<file path="src/rtl/seven_seg_capture.sv">
`default_nettype none
// ============================================================================
//  Module      : seven_seg_capture
//  Description : Debounces a multiplexed active-low 7-segment bus and
//                assembles the four scanned digits into coherent frames.
//  Revision    : 1.0 - initial release
// ============================================================================
module seven_seg_capture #(
    parameter int unsigned STABLE_CYCLES = 2
) (
    input  logic       clk,
    input  logic       rst_n,
    input  logic [6:0] seg,
    input  logic [3:0] an,
    output logic [3:0] digit0,
    output logic [3:0] digit1,
    output logic [3:0] digit2,
    output logic [3:0] digit3,
    output logic       frame_valid,
    output logic       seg_err,
    output logic       an_err
);

    localparam logic [7:0]  C_STABLE = 8'(STABLE_CYCLES);
    localparam logic [10:0] C_IDLE   = {4'b1111, 7'h7F};

    logic [10:0]     in_q;
    logic [7:0]      cnt_q, cnt_d;
    logic            done_q, done_d;
    logic [3:0][3:0] cap_q, cap_d;
    logic [3:0][3:0] dig_q, dig_d;
    logic [3:0]      mask_q, mask_d;
    logic            fv_q, fv_d, se_q, se_d, ae_q, ae_d;

    logic            w_change, w_accept, w_one_low, w_multi_low;
    logic [3:0]      w_low;
    logic [1:0]      w_pos;
    logic [4:0]      w_dec;

    function automatic logic [4:0] f_decode(input logic [6:0] g);
        case (g)
            7'h40:   return {1'b1, 4'h0};
            7'h79:   return {1'b1, 4'h1};
            7'h24:   return {1'b1, 4'h2};
            7'h30:   return {1'b1, 4'h3};
            7'h19:   return {1'b1, 4'h4};
            7'h12:   return {1'b1, 4'h5};
            7'h02:   return {1'b1, 4'h6};
            7'h78:   return {1'b1, 4'h7};
            7'h00:   return {1'b1, 4'h8};
            7'h10:   return {1'b1, 4'h9};
            7'h08:   return {1'b1, 4'hA};
            7'h03:   return {1'b1, 4'hB};
            7'h46:   return {1'b1, 4'hC};
            7'h21:   return {1'b1, 4'hD};
            7'h06:   return {1'b1, 4'hE};
            7'h0E:   return {1'b1, 4'hF};
            default: return 5'b0_0000;
        endcase
    endfunction

    assign w_change = ({an, seg} != in_q);
    // done_q blocks re-acceptance when the counter saturates at STABLE_CYCLES=255
    assign w_accept = (cnt_q == C_STABLE) && !done_q;

    always_comb begin
        cnt_d  = cnt_q;
        done_d = done_q;
        if (w_change) begin
            cnt_d  = 8'd1;
            done_d = 1'b0;
        end else begin
            if (cnt_q != 8'hFF) begin
                cnt_d = cnt_q + 8'd1;
            end
            done_d = done_q | w_accept;
        end
    end

    assign w_low       = ~in_q[10:7];
    assign w_one_low   = (w_low != 4'd0) && ((w_low & (w_low - 4'd1)) == 4'd0);
    assign w_multi_low = (w_low != 4'd0) && !w_one_low;
    assign w_pos       = w_low[1] ? 2'd1 : w_low[2] ? 2'd2 : w_low[3] ? 2'd3 : 2'd0;
    assign w_dec       = f_decode(in_q[6:0]);

    always_comb begin
        cap_d  = cap_q;
        mask_d = mask_q;
        dig_d  = dig_q;
        fv_d   = 1'b0;
        se_d   = 1'b0;
        ae_d   = 1'b0;
        if (w_accept) begin
            if (w_multi_low) begin
                ae_d = 1'b1;
            end else if (w_one_low) begin
                if (w_dec[4]) begin
                    cap_d[w_pos] = w_dec[3:0];
                    mask_d       = mask_q | w_low;
                    // Completion snapshot includes the value written this edge
                    if (mask_d == 4'b1111) begin
                        dig_d  = cap_d;
                        mask_d = 4'b0000;
                        fv_d   = 1'b1;
                    end
                end else begin
                    se_d = 1'b1;
                end
            end
        end
    end

    always_ff @(posedge clk or negedge rst_n) begin
        if (!rst_n) begin
            in_q   <= C_IDLE;
            cnt_q  <= 8'd0;
            done_q <= 1'b0;
            cap_q  <= '0;
            dig_q  <= '0;
            mask_q <= 4'b0000;
            fv_q   <= 1'b0;
            se_q   <= 1'b0;
            ae_q   <= 1'b0;
        end else begin
            in_q   <= {an, seg};
            cnt_q  <= cnt_d;
            done_q <= done_d;
            cap_q  <= cap_d;
            dig_q  <= dig_d;
            mask_q <= mask_d;
            fv_q   <= fv_d;
            se_q   <= se_d;
            ae_q   <= ae_d;
        end
    end

    assign digit0      = dig_q[0];
    assign digit1      = dig_q[1];
    assign digit2      = dig_q[2];
    assign digit3      = dig_q[3];
    assign frame_valid = fv_q;
    assign seg_err     = se_q;
    assign an_err      = ae_q;

endmodule
`default_nettype wire

</file>
<file path="config.mk">
export PLATFORM = sky130hd
export DESIGN_NAME = seven_seg_capture
export DESIGN_NICKNAME = d
export VERILOG_FILES = /design/src/rtl/seven_seg_capture.sv
export SDC_FILE = /design/constraint.sdc
export NUM_CORES = 1
export LEC_CHECK = 0
export CORE_UTILIZATION = 55
export DETAILED_ROUTE_END_ITERATION = 16
export GPL_ROUTABILITY_DRIVEN = 0
export PLACE_DENSITY = 0.76
export SETUP_SLACK_MARGIN = 0.4
export SLEW_MARGIN = 25
export SYNTH_ARGS = -nofsm -noshare
export SYNTH_HDL_FRONTEND = slang
export SYNTH_SLANG_ARGS = --single-unit
</file>
<file path="constraint.sdc">
create_clock -name clk -period 4.2 [get_ports clk]
set_input_delay 0.63 -clock clk [delete_from_list [all_inputs] [get_ports clk]]
set_output_delay 0.63 -clock clk [all_outputs]
set_load 0.01 [all_outputs]
</file>
---- Yosys cells after proc, flatten, opt, wreduce, memory -nomap -nowiden ----
Index checks and enable logic that the tools add are counted.
cells by class
  mux-type cells .......................... 22
  div/mod/pow operators ................... 0
  eq/ne operators ......................... 19
  bitwise gates (word level) .............. 5
  $lt $le $gt $ge ......................... 2
  $add $sub $neg .......................... 2
  multiply operators ...................... 0
  reduce and logical (&&, ||, !) cells .... 12
  shift-type cells ........................ 0
operator list
  operator               count
  $pmux W5 S16           1
  $eq A7 B7 Y1 const B   4
  $eq A7 B5 Y1 const B   3
  $eq A7 B6 Y1 const B   3
  $bwmux W16             1
  $mux W8                2
  $eq A7 B2 Y1 const B   2
  $eq A7 B4 Y1 const B   2
  $mux W1                12
  $ne A11 B11 Y1         1
  $add A8 B1 Y8 const B  1
  $demux W4 S2           1
  $eq A8 B2 Y1 const B   1
  $mux W4                2
  $ne A8 B8 Y1 const B   1
  $eq A7 B3 Y1 const B   1
  $logic_not A7 Y1       1
  $mux W2                3
  $reduce_and A5 Y1      1
  $and A4 B4 Y4          1
  $eq A4 B4 Y1 const B   1
  $logic_and A1 B1 Y1    4
  $logic_not A4 Y1       1
  $not A4 Y4             1
  other kinds (10)       11
storage, ports and cells
  word-level logic and storage cells ...... 77
  memories kept ........................... 0
  register bits after elaboration ......... 59
  bits of input ports ..................... 13
  bits in read-only memories .............. 0
  bits in latches ......................... 0
  RAM bits ................................ 0
  output and inout port bits .............. 19

---- Logic depth before layout (Yosys ltp) ----
  depth in word-level cells ............... 9
  gate-level depth with buffers ........... 8
  gate-level depth less buffers ........... 7

---- Least setup slack after synthesis ----
Ideal clock, no wire load.
  path kind ............................... register to register
  start point ............................. register cnt_q[0]
  end point ............................... register dig_q (netlist bit digit2[2])
  arrival ................................. 2,102 ps
  data required time ...................... 4,072 ps
  slack ................................... 1,971 ps
  cell stages (with the launch flop) ...... 9
  period minus slack after synthesis ...... 2,229 ps
  cell sequence ........................... dfrtp_1 > inv_1 > ha_1 > or4b_1 > nor3_2 > o21ai_2 > a211oi_4 > buf_6 > mux2_1
on the way
  cells in the longest elaborated chain, start to end .. 3
RTL lines
  what                                line  source
  start, declared                     28    logic [7:0] cnt_q, cnt_d;
  start signal, assigned              126   cnt_q <= cnt_d;
  $eq A8 B2 Y1                        64    assign w_accept = (cnt_q == C_STABLE) && !done_q;
  $logic_and A1 B1 Y1                 64
  $reduce_and A5 Y1 (no source line)  n/a
  end signal, assigned                129   dig_q <= dig_d;
  end, declared                       31    logic [3:0][3:0] dig_q, dig_d;
No other way between the ends.
A chain may end at the register's enable or synchronous reset.

---- Worst setup path in the final report ----
  start point ............................. register in_q[5]
  end point ............................... register dig_q (netlist bit digit1[1])
on the way
  cells in the longest elaborated chain, start to end .. 3
  elaborated cells on any way between the ends .. 19
  those cells by class .................... 15 x eq/ne; 2 x mux; 2 x reduce/logical
RTL lines
  what                                                              line  source
  start, declared                                                   27    logic [10:0] in_q;
  start signal, assigned                                            125   in_q <= {an, seg};
  $eq A7 B4 Y1 (tied with other cells)                              41    case (g)
  $pmux W5 S16 (*)                                                  41
  $reduce_and A5 Y1 (no source line) or $bwmux W16 (tied branches)  n/a
Mark *: on every way between the ends. The rest lies on a longest branch, timed or not.

==> flow_metrics.py <==
metrics = {
    "yosys": {
        "syn_area_mm2": 0.00303,
        "synth.most_common_cell": "dfrtp_1",
        "ys_seq_area_share_pct": 49.2,
        "synth_top_area_cell": "dfrtp_1",
        "synth_warnings": 0,
        "synth_edf_count": 0,
        "ys.flop_type": "dfrtp_1",
        "synth_nets": 289,
        "postSynthAreaPerCell_um2": 11.1,
        "netlist_top_cells_count": "48 x dfrtp_1, 17 x nor2_1, 16 x mux2_2",
        "synth_top_cell_area_share_pct": 39.7,
        "ys_seq_elements": 59,
        "async_reset_ff_share_pct": 100,
        "syn_inst": 274,
        "synth.distinct_cells": 51,
        "synth.area.top_cells": "dfrtp_1 40%, dfstp_2 9.5%, mux2_2 6.0%",
    },
    "setup_path": {
        "critPathMaxFanout": 17,
        "cp_num_buf_inv": 1,
        "crit_required_ns": 4.45,
        "reg2regPathDepth": 6,
        "reg2reg_slack_ns": 1.38,
        "slowest_delay_ns": 0.82,
        "cp-start-kind": "flip-flop",
        "endpoint_kind": "flip-flop",
        "worst-setup-path-type": "flip-flop to flip-flop",
        "timing.rr.start": "in_q[5]$_DFF_PN1_",
        "reg2reg_to": "digit1[1]$_DFFE_PN0P_",
        "cp_top_family": "compound AO/OA/AOI/OAI gates",
        "cpMaxStageDelayCell": "a211oi_4",
        "worstPathArrival_ns": 3.08,
        "crit_chain": "nor3b_2, a22oi_1, o221a_1, a211oi_4, buf_4, mux2i_1",
    },
    "timing": {
        "finalSetupViolCount": 0,
        "relSlewSlack_pct": 42.0,
        "fin_hold_ws_ns": 0.419,
        "slew_viol_final": 0,
        "finalCritPeriodShare_pct": 67.2,
        "finalClockSkew_ns": 0.00749,
        "max_freq_mhz": 354,
        "hold_violations": 0,
        "tightest_slew_ns": 0.867,
        "final.setup.tns_ns": 0,
        "finalCriticalPeriod_ns": 2.82,
        "rsz0062_at_grt": "false",
    },
    "drt": {
        "viasPerCell": 5.81,
        "drt-initial-drc-count": 143,
        "ant_nets": 0,
        "drt-pass1-iter-count": 4,
        "via_count": 2192,
        "routed_wl_um": 5770,
        "wl_per_cell_um": 15.3,
        "drc": 0,
    },
    "clock_tree": {
        "ctsHoldBuffers": 0,
        "post-cts-setup-buffers": 0,
        "cts_buffers": 9,
        "clkLatencyLatePin_ns": 0.34,
        "clock_sinks": 59,
        "clockBufferDepth": 2,
        "cts_tree": "built",
        "h-tree-depth": 3,
        "cts-root-buf": "clkbuf_8",
        "cts-resized-gates": 0,
        "cts.clk_slew.worst_paths_ns": 0.07,
    },
    "pwr": {
        "power_density_mw_per_mm2": 351,
        "p_leak_nw": 1.56,
        "peakVddDrop_uv": 264,
        "p_total_mw": 1.25,
    },
    "global_routing": {
        "grt_use_total_pct": 21.9,
        "antenna_found_initial": 0,
        "overflow": 0,
        "grt_max_degree": 60,
        "grt_pass1_vias": 2134,
        "grt_pass1_wl_um": 9810,
    },
    "floorplanning": {
        "start_util_pct": 58.2,
        "die_h_um": 76.2,
        "num_rows": 26,
        "die_area_mm2": 0.00581,
        "coreArea_mm2": 0.00520,
        "die_w_um": 76.2,
        "ioPinCount": 32,
    },
    "final_layout": {
        "syn_to_final_growth_pct": 17.9,
        "num-nets-final": 317,
        "drive_gt1_share_pct": 18.9,
        "n_antenna_cell": 0,
    },
    "worst_hold_path": {
        "hold_class": "primary input to asynchronous set/reset pin",
    },
    "run": {
        "cap_violations": 0,
    },
    "place": {
        "hpwl_um": 3980,
        "portBuffers": 31,
    },
    "outcome": {
        "status": "completed",
    },
}
==> cell type report <==
class	instances	area, um^2
clock buffers	12	155
clock inverters	4	72.6
fillers	412	1640
inverters	11	41.3
multi-input cells	188	1400
flip-flops and latches	59	1490
well taps	70	87.6
repair buffers	33	320
==> cell usage in the layout (no fill, tap or decap), drive strengths merged, types with 10 or more instances in the layout <==
cell           instances
dfrtp                 48
clkdlybuf4s50         30
mux2                  28
nor2                  17
xor2                  15
o21ai                 13
nand2                 12
clkbuf                12
inv                   11
dfstp                 11
a21oi                 10
nand3                 10
==> how the worst max path moves through the flow <==
stage	slack, ns	cells after the start	startpoint	to
2_1_floorplan	1.97	8	cnt_q[0]$_DFFE_PN0P_	digit2[2]$_DFFE_PN0P_
3_3_place_gp	1.45	6	in_q[0]$_DFF_PN1_	digit3[1]$_DFFE_PN0P_
3_5_place_dp	1.37	6	in_q[0]$_DFF_PN1_	digit1[1]$_DFFE_PN0P_
4_1_cts	1.35	6	in_q[0]$_DFF_PN1_	digit1[1]$_DFFE_PN0P_
5_1_grt	1.12	6	in_q[0]$_DFF_PN1_	digit2[1]$_DFFE_PN0P_
6_report	1.38	6	in_q[5]$_DFF_PN1_	digit1[1]$_DFFE_PN0P_
==> state kept, by name, summed over array words and instances, names as in the netlist, 4 cells and up <==
signal  count
digit1      4
mask_q      4
digit3      4
digit2      4
digit0      4
in_q       11
cap_q      16
cnt_q       8
==> through the flow <==
| step | setup WS (ns) | std cells | cell area (um^2) | utilization (%) |
|---|---|---|---|---|
| after floorplan | 1.97 | 274 | 3030 | - |
| after global placement | 1.45 | 361 | 3340 | 64.2 |
| after detailed placement | 1.37 | 361 | 3340 | 64.2 |
| after CTS | 1.35 | 377 | 3570 | 68.6 |
| after global routing | 1.12 | 377 | 3570 | 68.6 |
| final | 1.38 | 377 | 3570 | 68.6 |
==> kinds of logic after synthesis <==
family	after synthesis	synth area share, %
AND/OR/NAND/NOR	82	15.6
flip-flops	59	49.2
AO/OA/AOI/OAI	55	13.2
multiplexers	32	11.7
buffers and inverters	27	4.50
XOR/XNOR	17	4.92
adder cells (fa/ha/maj)	2	0.826
==> where the power goes <==
group / switching (mW) / internal, mW / leakage [nW]
logic: 0.0390 / 0.0289 / 0.669
registers: 0.0169 / 0.579 / 0.781
clock network: 0.222 / 0.366 / 0.113
==> routing by layer <==
metal  up-vias  global-route usage [%]  share of wire [%]
met5         -                       0                  0
met2        49                    34.6                 48
met4         0                    12.7                2.8
met1      1073                    28.6                 46
li1       1055                       -                  -
met3        15                    3.71                3.2
No activity file was read; power rests on OpenSTA's default activity.
